$ cat src/rtl/vx_lsu_store_tracker_if.sv
// Handshake bundle between the LSU slices/scheduler (master) and the store tracker (slave).
// Optional perf counter ports appear when LSU_STORE_TRACKER_PERF_EN is defined.
interface vx_lsu_store_tracker_if #(
  parameter int NUM_BLOCKS = 2,
  parameter int NUM_WARPS  = 8
);
  localparam int NW_WIDTH = (NUM_WARPS > 1) ? $clog2(NUM_WARPS) : 1;

  logic [NUM_BLOCKS-1:0]          st_issue_valid;
  logic [NUM_BLOCKS*NW_WIDTH-1:0] st_issue_wid;
  logic [NUM_BLOCKS-1:0]          st_issue_ready;
  logic [NUM_BLOCKS-1:0]          st_ack_valid;
  logic [NUM_BLOCKS*NW_WIDTH-1:0] st_ack_wid;
  logic                           fence_valid;
  logic [NW_WIDTH-1:0]            fence_wid;
  logic                           fence_ready;
  logic [NUM_WARPS-1:0]           warp_pending;
  logic                           no_pending_stores;
  logic                           underflow_err;
`ifdef LSU_STORE_TRACKER_PERF_EN
  logic [31:0]                    perf_fence_stalls;
  logic [31:0]                    perf_issue_stalls;

  modport master (
    output st_issue_valid, st_issue_wid, st_ack_valid, st_ack_wid, fence_valid, fence_wid,
    input  st_issue_ready, fence_ready, warp_pending, no_pending_stores, underflow_err,
           perf_fence_stalls, perf_issue_stalls
  );
  modport slave (
    input  st_issue_valid, st_issue_wid, st_ack_valid, st_ack_wid, fence_valid, fence_wid,
    output st_issue_ready, fence_ready, warp_pending, no_pending_stores, underflow_err,
           perf_fence_stalls, perf_issue_stalls
  );
`else
  modport master (
    output st_issue_valid, st_issue_wid, st_ack_valid, st_ack_wid, fence_valid, fence_wid,
    input  st_issue_ready, fence_ready, warp_pending, no_pending_stores, underflow_err
  );
  modport slave (
    input  st_issue_valid, st_issue_wid, st_ack_valid, st_ack_wid, fence_valid, fence_wid,
    output st_issue_ready, fence_ready, warp_pending, no_pending_stores, underflow_err
  );
`endif
endinterface

$ cat src/rtl/vx_lsu_store_tracker.sv
// Per-(block, warp) outstanding-store counters with per-warp pending status and fence handshake.
// Define LSU_STORE_TRACKER_PERF_EN to add fence/issue stall performance counters.
module vx_lsu_store_tracker #(
  parameter int NUM_BLOCKS = 2,
  parameter int NUM_WARPS  = 8,
  parameter int CNT_WIDTH  = 4
) (
  input  logic                   clk,
  input  logic                   reset,
  vx_lsu_store_tracker_if.slave  bus
);
  localparam int NW_WIDTH = (NUM_WARPS > 1) ? $clog2(NUM_WARPS) : 1;
  localparam logic [CNT_WIDTH-1:0] CNT_MAX = {CNT_WIDTH{1'b1}};
  localparam logic [CNT_WIDTH-1:0] CNT_ONE = CNT_WIDTH'(1);

  logic [CNT_WIDTH-1:0] cnt_q [NUM_BLOCKS][NUM_WARPS];
  logic [CNT_WIDTH-1:0] cnt_d [NUM_BLOCKS][NUM_WARPS];
  logic                 uf_q, uf_d;
  logic [NUM_BLOCKS-1:0] issue_ready;
  logic [NUM_WARPS-1:0]  warp_pending;
  logic                  fence_pending;

  // Ready looks only at registered counts; a same-cycle ack never frees a full slot.
  always_comb begin
    for (int b = 0; b < NUM_BLOCKS; b++) begin
      issue_ready[b] = 1'b1;
      for (int w = 0; w < NUM_WARPS; w++) begin
        if (bus.st_issue_wid[b*NW_WIDTH +: NW_WIDTH] == NW_WIDTH'(w) && cnt_q[b][w] == CNT_MAX)
          issue_ready[b] = 1'b0;
      end
    end
  end

  always_comb begin
    cnt_d = cnt_q;
    uf_d  = uf_q;
    for (int b = 0; b < NUM_BLOCKS; b++) begin
      for (int w = 0; w < NUM_WARPS; w++) begin
        logic inc, dec;
        inc = bus.st_issue_valid[b] && issue_ready[b] &&
              (bus.st_issue_wid[b*NW_WIDTH +: NW_WIDTH] == NW_WIDTH'(w));
        dec = bus.st_ack_valid[b] &&
              (bus.st_ack_wid[b*NW_WIDTH +: NW_WIDTH] == NW_WIDTH'(w));
        if (inc && !dec) begin
          cnt_d[b][w] = cnt_q[b][w] + CNT_ONE;
        end else if (dec && !inc) begin
          if (cnt_q[b][w] == '0) uf_d = 1'b1;
          else                   cnt_d[b][w] = cnt_q[b][w] - CNT_ONE;
        end
      end
    end
  end

  always_ff @(posedge clk or posedge reset) begin
    if (reset) begin
      for (int b = 0; b < NUM_BLOCKS; b++)
        for (int w = 0; w < NUM_WARPS; w++)
          cnt_q[b][w] <= '0;
      uf_q <= 1'b0;
    end else begin
      cnt_q <= cnt_d;
      uf_q  <= uf_d;
    end
  end

  always_comb begin
    fence_pending = 1'b0;
    for (int w = 0; w < NUM_WARPS; w++) begin
      warp_pending[w] = 1'b0;
      for (int b = 0; b < NUM_BLOCKS; b++)
        if (cnt_q[b][w] != '0) warp_pending[w] = 1'b1;
      if (bus.fence_wid == NW_WIDTH'(w) && warp_pending[w]) fence_pending = 1'b1;
    end
  end

  assign bus.st_issue_ready    = issue_ready;
  assign bus.warp_pending      = warp_pending;
  assign bus.no_pending_stores = ~|warp_pending;
  assign bus.underflow_err     = uf_q;
  assign bus.fence_ready       = bus.fence_valid & ~fence_pending;

`ifdef LSU_STORE_TRACKER_PERF_EN
  logic [31:0] perf_fence_q, perf_fence_d;
  logic [31:0] perf_issue_q, perf_issue_d;

  always_comb begin
    perf_fence_d = perf_fence_q;
    perf_issue_d = perf_issue_q;
    if (bus.fence_valid && fence_pending)           perf_fence_d = perf_fence_q + 32'd1;
    if (|(bus.st_issue_valid & ~issue_ready))       perf_issue_d = perf_issue_q + 32'd1;
  end

  always_ff @(posedge clk or posedge reset) begin
    if (reset) begin
      perf_fence_q <= '0;
      perf_issue_q <= '0;
    end else begin
      perf_fence_q <= perf_fence_d;
      perf_issue_q <= perf_issue_d;
    end
  end

  assign bus.perf_fence_stalls = perf_fence_q;
  assign bus.perf_issue_stalls = perf_issue_q;
`endif
endmodule
$ cat src/flat_wrapper.sv
// flat-port wrapper written by rule: the top's interface ports become plain ports
module vx_lsu_store_tracker_flat 
#(
  parameter int NUM_BLOCKS = 2,
  parameter int NUM_WARPS  = 8,
  parameter int CNT_WIDTH  = 4
)
  (clk, reset, bus_st_issue_valid, bus_st_issue_wid, bus_st_ack_valid, bus_st_ack_wid, bus_fence_valid, bus_fence_wid, bus_st_issue_ready, bus_fence_ready, bus_warp_pending, bus_no_pending_stores, bus_underflow_err);
  vx_lsu_store_tracker_if #(.NUM_BLOCKS(NUM_BLOCKS), .NUM_WARPS(NUM_WARPS)) bus_i ();
  input  logic clk;
  input  logic reset;
  input wire logic [$bits(bus_i.st_issue_valid)-1:0] bus_st_issue_valid;
  input wire logic [$bits(bus_i.st_issue_wid)-1:0] bus_st_issue_wid;
  input wire logic [$bits(bus_i.st_ack_valid)-1:0] bus_st_ack_valid;
  input wire logic [$bits(bus_i.st_ack_wid)-1:0] bus_st_ack_wid;
  input wire logic [$bits(bus_i.fence_valid)-1:0] bus_fence_valid;
  input wire logic [$bits(bus_i.fence_wid)-1:0] bus_fence_wid;
  output wire logic [$bits(bus_i.st_issue_ready)-1:0] bus_st_issue_ready;
  output wire logic [$bits(bus_i.fence_ready)-1:0] bus_fence_ready;
  output wire logic [$bits(bus_i.warp_pending)-1:0] bus_warp_pending;
  output wire logic [$bits(bus_i.no_pending_stores)-1:0] bus_no_pending_stores;
  output wire logic [$bits(bus_i.underflow_err)-1:0] bus_underflow_err;
  assign bus_i.st_issue_valid = bus_st_issue_valid;
  assign bus_i.st_issue_wid = bus_st_issue_wid;
  assign bus_i.st_ack_valid = bus_st_ack_valid;
  assign bus_i.st_ack_wid = bus_st_ack_wid;
  assign bus_i.fence_valid = bus_fence_valid;
  assign bus_i.fence_wid = bus_fence_wid;
  assign bus_st_issue_ready = bus_i.st_issue_ready;
  assign bus_fence_ready = bus_i.fence_ready;
  assign bus_warp_pending = bus_i.warp_pending;
  assign bus_no_pending_stores = bus_i.no_pending_stores;
  assign bus_underflow_err = bus_i.underflow_err;
  vx_lsu_store_tracker #(.NUM_BLOCKS(NUM_BLOCKS), .NUM_WARPS(NUM_WARPS), .CNT_WIDTH(CNT_WIDTH)) u_core (.clk(clk), .reset(reset), .bus(bus_i));
endmodule
$ cat config.mk
export PLATFORM = sky130hd
export DESIGN_NAME = vx_lsu_store_tracker_flat
export DESIGN_NICKNAME = d
export VERILOG_FILES = /design/src/rtl/vx_lsu_store_tracker_if.sv /design/src/rtl/vx_lsu_store_tracker.sv /design/src/flat_wrapper.sv
export SDC_FILE = /design/constraint.sdc
export NUM_CORES = 1
export LEC_CHECK = 0
export BUFFER_PORTS_ARGS = -buffer_cell sky130_fd_sc_hd__buf_2
export CORE_ASPECT_RATIO = 0.9
export CORE_MARGIN = 5
export CORE_UTILIZATION = 40
export CTS_CLUSTER_DIAMETER = 200
export CTS_CLUSTER_SIZE = 24
export DETAILED_ROUTE_END_ITERATION = 12
export PLACE_DENSITY = 0.59
export SLEW_MARGIN = 15
export SYNTH_ARGS = -nofsm -noshare
export SYNTH_HDL_FRONTEND = slang
export SYNTH_SLANG_ARGS = --single-unit
$ cat constraint.sdc
create_clock -name clk -period 7.4 [get_ports clk]
set_input_delay 0.74 -clock clk [delete_from_list [all_inputs] [get_ports clk]]
set_output_delay 0.74 -clock clk [all_outputs]
set_load 0.03 [all_outputs]
Word-level counts from Yosys, hierarchy flattened
Cells that the tools add are included.
{"block": "totals", "ff_bits": 65, "out_inout_bits": 13}
{"block": "classes", "n_addsub": 32, "n_eq_ne": 67, "mux": 136, "n_bitwise": 2, "reduce_logical": 193}
{"cell": "$mux W4", "n": 48}
{"cell": "$logic_and A1 B1 Y1", "n": 90}
{"cell": "$mux W1", "n": 88}
{"cell": "$add A4 B1 Y4 const B", "n": 16}
{"cell": "$eq A4 B4 Y1 const B", "n": 16}
{"cell": "$logic_not A4 Y1", "n": 16}
{"cell": "$reduce_bool A4 Y1", "n": 16}
{"cell": "$sub A4 B1 Y4 const B", "n": 16}
{"cell": "$eq A3 B3 Y1 const B", "n": 20}
{"cell": "$logic_not A1 Y1", "n": 33}
{"cell": "$ne A2 B1 Y1 const B", "n": 16}
{"cell": "$reduce_and A2 Y1", "n": 16}
{"cell": "$reduce_bool A2 Y1", "n": 16}
{"cell": "$eq A3 B2 Y1 const B", "n": 10}
{"cell": "$eq A3 B1 Y1 const B", "n": 5}
{"cell": "$logic_not A3 Y1", "n": 5}
{"cell": "$reduce_or A8 Y1", "n": 1}
{"cell": "$and A1 B1 Y1", "n": 1}
{"cell": "$not A1 Y1", "n": 1}

Logic depth before layout (Yosys ltp)
{"block": "logic_depth", "depth_word": 61, "ltp_mapped": 14, "mapped_depth_nobuf": 13}

Worst setup path before layout
No wires, ideal clock.
{"block": "synth_timing", "path_kind": "input to register", "start": "in bus_st_issue_wid[3]", "end": "reg u_core.cnt_q[7] in the netlist's numbering", "arrival_time_ps": 3167, "required_time_ps": 7321, "path_slack_ps": 4154, "path_stages": 14, "n_path_buf": 1, "cell_sequence": "nand2b_4 or4_1 o31ai_1 or3_1 buf_6 nor3_1 ha_1 inv_1 ha_1 a21oi_1 nor2b_1 or4_1 a21oi_1 xor2_1"}
{"block": "synth_between", "elab_chain_cells": 16}
{"item": "start, declared", "line": "flat_wrapper.sv:13", "source": "input wire logic [$bits(bus_i.st_issue_wid)-1:0] bus_st_issue_wid;"}
{"item": "$logic_not A3 Y1", "line": "vx_lsu_store_tracker.sv:28", "source": "if (bus.st_issue_wid[b*NW_WIDTH +: NW_WIDTH] == NW_WIDTH'(w) && cnt_q[b][w] == CNT_MAX)"}
{"item": "$logic_and A1 B1 Y1", "line": "vx_lsu_store_tracker.sv:28"}
{"item": "$mux W1 (8 in series)", "line": "vx_lsu_store_tracker.sv:28"}
{"item": "$logic_and A1 B1 Y1", "line": "vx_lsu_store_tracker.sv:40", "source": "inc = bus.st_issue_valid[b] && issue_ready[b] &&"}
{"item": "$logic_and A1 B1 Y1 *", "line": "vx_lsu_store_tracker.sv:40"}
{"item": "$logic_not A1 Y1", "line": "vx_lsu_store_tracker.sv:46", "source": "end else if (dec && !inc) begin"}
{"item": "$logic_and A1 B1 Y1", "line": "vx_lsu_store_tracker.sv:46"}
{"item": "$reduce_bool A2 Y1 (no line)"}
{"item": "$reduce_and A2 Y1 (no line)"}
{"item": "end signal, assigned", "line": "vx_lsu_store_tracker.sv:61", "source": "cnt_q <= cnt_d;"}
{"item": "end, declared", "line": "vx_lsu_store_tracker.sv:16", "source": "logic [CNT_WIDTH-1:0] cnt_q [NUM_BLOCKS][NUM_WARPS];"}
Mark *: on every way between the ends. The rest lies on a longest branch, timed or not.
A chain may end at the register's enable or synchronous reset.

Worst setup path after layout
{"block": "layout_timing", "start": "reg u_core.cnt_q[60] in the netlist's numbering", "end": "out bus_fence_ready"}
{"block": "layout_between", "elab_chain_cells": 14}
{"item": "$reduce_bool A4 Y1", "line": "vx_lsu_store_tracker.sv:71", "source": "if (cnt_q[b][w] != '0) warp_pending[w] = 1'b1;"}
{"item": "$mux W1 (2 in series)", "line": "vx_lsu_store_tracker.sv:71"}
{"item": "$logic_and A1 B1 Y1", "line": "vx_lsu_store_tracker.sv:72", "source": "if (bus.fence_wid == NW_WIDTH'(w) && warp_pending[w]) fence_pending = 1'b1;"}
{"item": "$mux W1 (8 in series)", "line": "vx_lsu_store_tracker.sv:72"}
{"item": "$not A1 Y1", "line": "vx_lsu_store_tracker.sv:80", "source": "assign bus.fence_ready = bus.fence_valid & ~fence_pending;"}
{"item": "$and A1 B1 Y1", "line": "vx_lsu_store_tracker.sv:80"}
{"item": "end, declared", "line": "flat_wrapper.sv:19", "source": "output wire logic [$bits(bus_i.fence_ready)-1:0] bus_fence_ready;"}
Every way passes these cells.

==> impl_metrics.yaml <==
power_and_ir_drop:
  p_switching_uw: 813
  ir_drop_mv: 0.179
  p_int_uw: 1200
  swShare_pct: 40.4
  power_frac_comb_pct: 38.7
  power_leakage_uw: 0.00263
  power.density_nw_per_um2: 341
  seqPwrFrac_pct: 39.9
  pwr-share-clk_pct: 21.4
  finalPower_uw: 2010
yosys:
  synth-simple-area-share_pct: 26.3
  netlist_top_cells_count: "nand2_1 (77), dfrtp_1 (65), ha_1 (64), a21oi_1 (56)"
  synth_area_sq_um: 5260
  async_flop_share_pct: 100
  netlist_top_cells_area: "dfrtp_1 (31%), ha_1 (15%), fa_1 (6.1%), nand2_1 (5.5%), a21oi_1 (5.3%)"
  synth_nets: 690
  synthCells: 588
  synth_most_common_cell: "nand2_1"
  synth_top_cell_area_share_pct: 31.0
  synthMuxAreaShare_pct: 0.381
  syn_avg_cell_area_sq_um: 8.94
  synth_compound_area_share_pct: 9.62
  yosysWarnings: 0
  synth_top_area_cell: "dfrtp_1"
  ys_seq_elements: 65
  synth_fa_ha_area_share_pct: 21.3
  yosys_most_used_dff: "dfrtp_1"
  synth_xor_area_share_pct: 8.00
  synth_edf_count: 0
  synth.distinct_cells: 45
  ys_seq_area_share_pct: 31.0
  synth_top_family_by_area: "simple AND/OR/NAND/NOR gates"
clocking:
  post-cts-setup-buffers: 0
  cts_tree: "done"
  cts_buffers: 9
  clock-sinks: 65
  clk_pin_slew_ns: 0.06
  clock_latency_ns: 0.34
  cts.path.max_buffers: 2
  h-tree-depth: 3
  ctsResizeCount: 0
  holdBufCountCts: 0
  cts-root-buf: "clkbuf_16"
sta:
  max_slew.worst_pin.slew_ns: 0.993
  finalSetupViolations: 0
  finalCritPeriodShare_pct: 45.0
  fmax_mhz: 301
  min_period_ns: 3.33
  final_hold_viol_count: 0
  fin_tns_setup_ns: 0
  slew_headroom_pct: 33.2
  fin_worst_skew_ns: 0.00592
  setup_ws_ns: 4.07
  slew_violations: 0
  rsz0062_at_grt: "no"
floorplan:
  start_util_pct: 41.1
  std_cell_rows: 39
  die_h_um: 119
  core_area_sq_um: 12800
  die_width_um: 131
  die-area_sq_um: 15500
  pin_count: 35
finish:
  diodes: 0
  area_growth_pct: 12.5
  fillerInstances: 1263
  nets: 733
  fin_area_sq_um: 5910
  drive_gt1_share_pct: 9.61
critical_path:
  cp_cell_sequence: "nor4_1 > nand2_1 > o21ai_1 > o2111ai_1 > o221ai_1 > buf_2"
  worstSetupEndpointType: "output port"
  required_ns: 6.66
  crit_slowest_cell: "nor4_1"
  worst-path-max-fanout: 5
  crit_path_max_incr_delay_ns: 0.88
  cp.arrival_ns: 2.59
  critical_path_class: "reg2out"
  cp-startpoint: "u_core.cnt_q[60]"
  regToRegSetupSlack_ns: 4.31
  start_kind: "flip-flop"
  r2r-start: "u_core.cnt_q[45]"
grt:
  grt_start_max_net_pins: 66
  grt_overflow: 0
  first_global_vias: 4150
  grt_antenna_before_repair: 0
  grt_pass1_wl_um: 19800
  grt_usage_pct: 16.1
routing:
  drt_iter0_drc: 179
  via_count: 4235
  vias_per_cell: 5.30
  detail-route-antenna-nets: 0
  wl_per_cell_um: 14.7
  route.detailed.drc: 0
  drt_wl_total_um: 11800
  drtPass1Iterations: 5
run_status:
  status: "finished clean"
placed_design:
  post_dp_cell_area_sq_um: 5620
  port_buffers: 34
  gp_congestion: 0.842
  pre_cts_ws_ns: 3.77
  dp_hpwl_um: 9150
run:
  maxCapViolCount: 0
worst_hold_path:
  hold_path_class: "reg2reg"
  worstHoldStart: "u_core.cnt_q[27]"
## registers in the layout, summed over array words and instances (netlist names)
| signal | cells |
|---|---|
| u_core.cnt_q | 64 |
| u_core.bus.underflow_err | 1 |
## layout make-up
| type | instances | area [sq um] | share of cell area (%) |
|---|---|---|---|
| clock buffers | 12 | 256 | 4.34 |
| clock inverters | 3 | 40.0 | 0.677 |
| inverters | 42 | 158 | 2.67 |
| multi-input cells | 478 | 3450 | 58.3 |
| flip-flops and latches | 65 | 1630 | 27.5 |
| well taps | 164 | 205 | 3.47 |
| repair buffers | 35 | 178 | 3.00 |
## placed cells by master (no fill, tap or decap), types with 3 or more instances in the layout
| cell type | count |
|---|---|
| nand2_1 | 77 |
| xor2_1 | 31 |
| and2_1 | 5 |
| a21oi_1 | 56 |
| nand2b_1 | 4 |
| or3_1 | 10 |
| nor2_1 | 42 |
| xnor2_1 | 17 |
| nor3_1 | 14 |
| inv_1 | 41 |
| a31oi_1 | 4 |
| nor4_1 | 8 |
| nor4_2 | 7 |
| nor2b_1 | 23 |
| dfrtp_1 | 65 |
| fa_1 | 16 |
| or2_1 | 6 |
| a22oi_1 | 3 |
| ha_1 | 64 |
| clkbuf_16 | 9 |
| or4_1 | 19 |
| o21ai_0 | 15 |
| and3_1 | 3 |
| buf_2 | 34 |
| nand4_1 | 11 |
| nand3_1 | 20 |
## metrics by stage
step                util [%]  std cells  hold slack (ns)
CTS                     46.3        799            0.493
floorplan                  -        588            0.455
detailed placement      43.9        784            0.481
global route            46.3        799            0.498
finish                  46.3        799            0.493
global placement        43.9        784            0.474
## logic make-up after synthesis
family,after synthesis
AO/OA/AOI/OAI,90
XOR/XNOR,48
adder cells (fa/ha/maj),80
buffers and inverters,45
flip-flops,65
multiplexers,2
AND/OR/NAND/NOR,258
## critical path, delay by kind of cell (launching register included)
kind                   cells  cell delay, ns
AOI/OAI and AO/OA          3            0.40
and+or+nand+nor            2            1.16
DFF                        1            0.44
buffers and inverters      1            0.23
## power groups by stage
stage                     Combinational [uW]  Sequential (uW)  Clock [uW]
after floorplan                          632              744           0
after global placement                   747              796           0
after detailed placement                 780              799           0
after CTS                                788              800         447
after global routing                     908              835         460
final                                    780              803         431
## layer usage
metal / vias to the layer above / routed length (um) / track usage (%)
met3: 12 / 392 / 5.19
met4: 0 / 156 / 4.24
met2: 62 / 5570 / 25.4
met1: 2012 / 5640 / 21.4
li1: 2149 / - / -
met5: - / 0 / 0
## worst paths after layout
| path | depth (start not counted) | endpoint |
|---|---|---|
| max reg2reg | 13 | u_core.cnt_q[43] |
| max in group asynchronous | 3 | u_core.cnt_q[56] |
| max | 6 | bus_fence_ready |
| min in group asynchronous | 3 | u_core.cnt_q[17] |
| min | 1 | u_core.cnt_q[27] |
| min reg2reg | 1 | u_core.cnt_q[27] |
No activity file was read; power rests on OpenSTA's default activity.
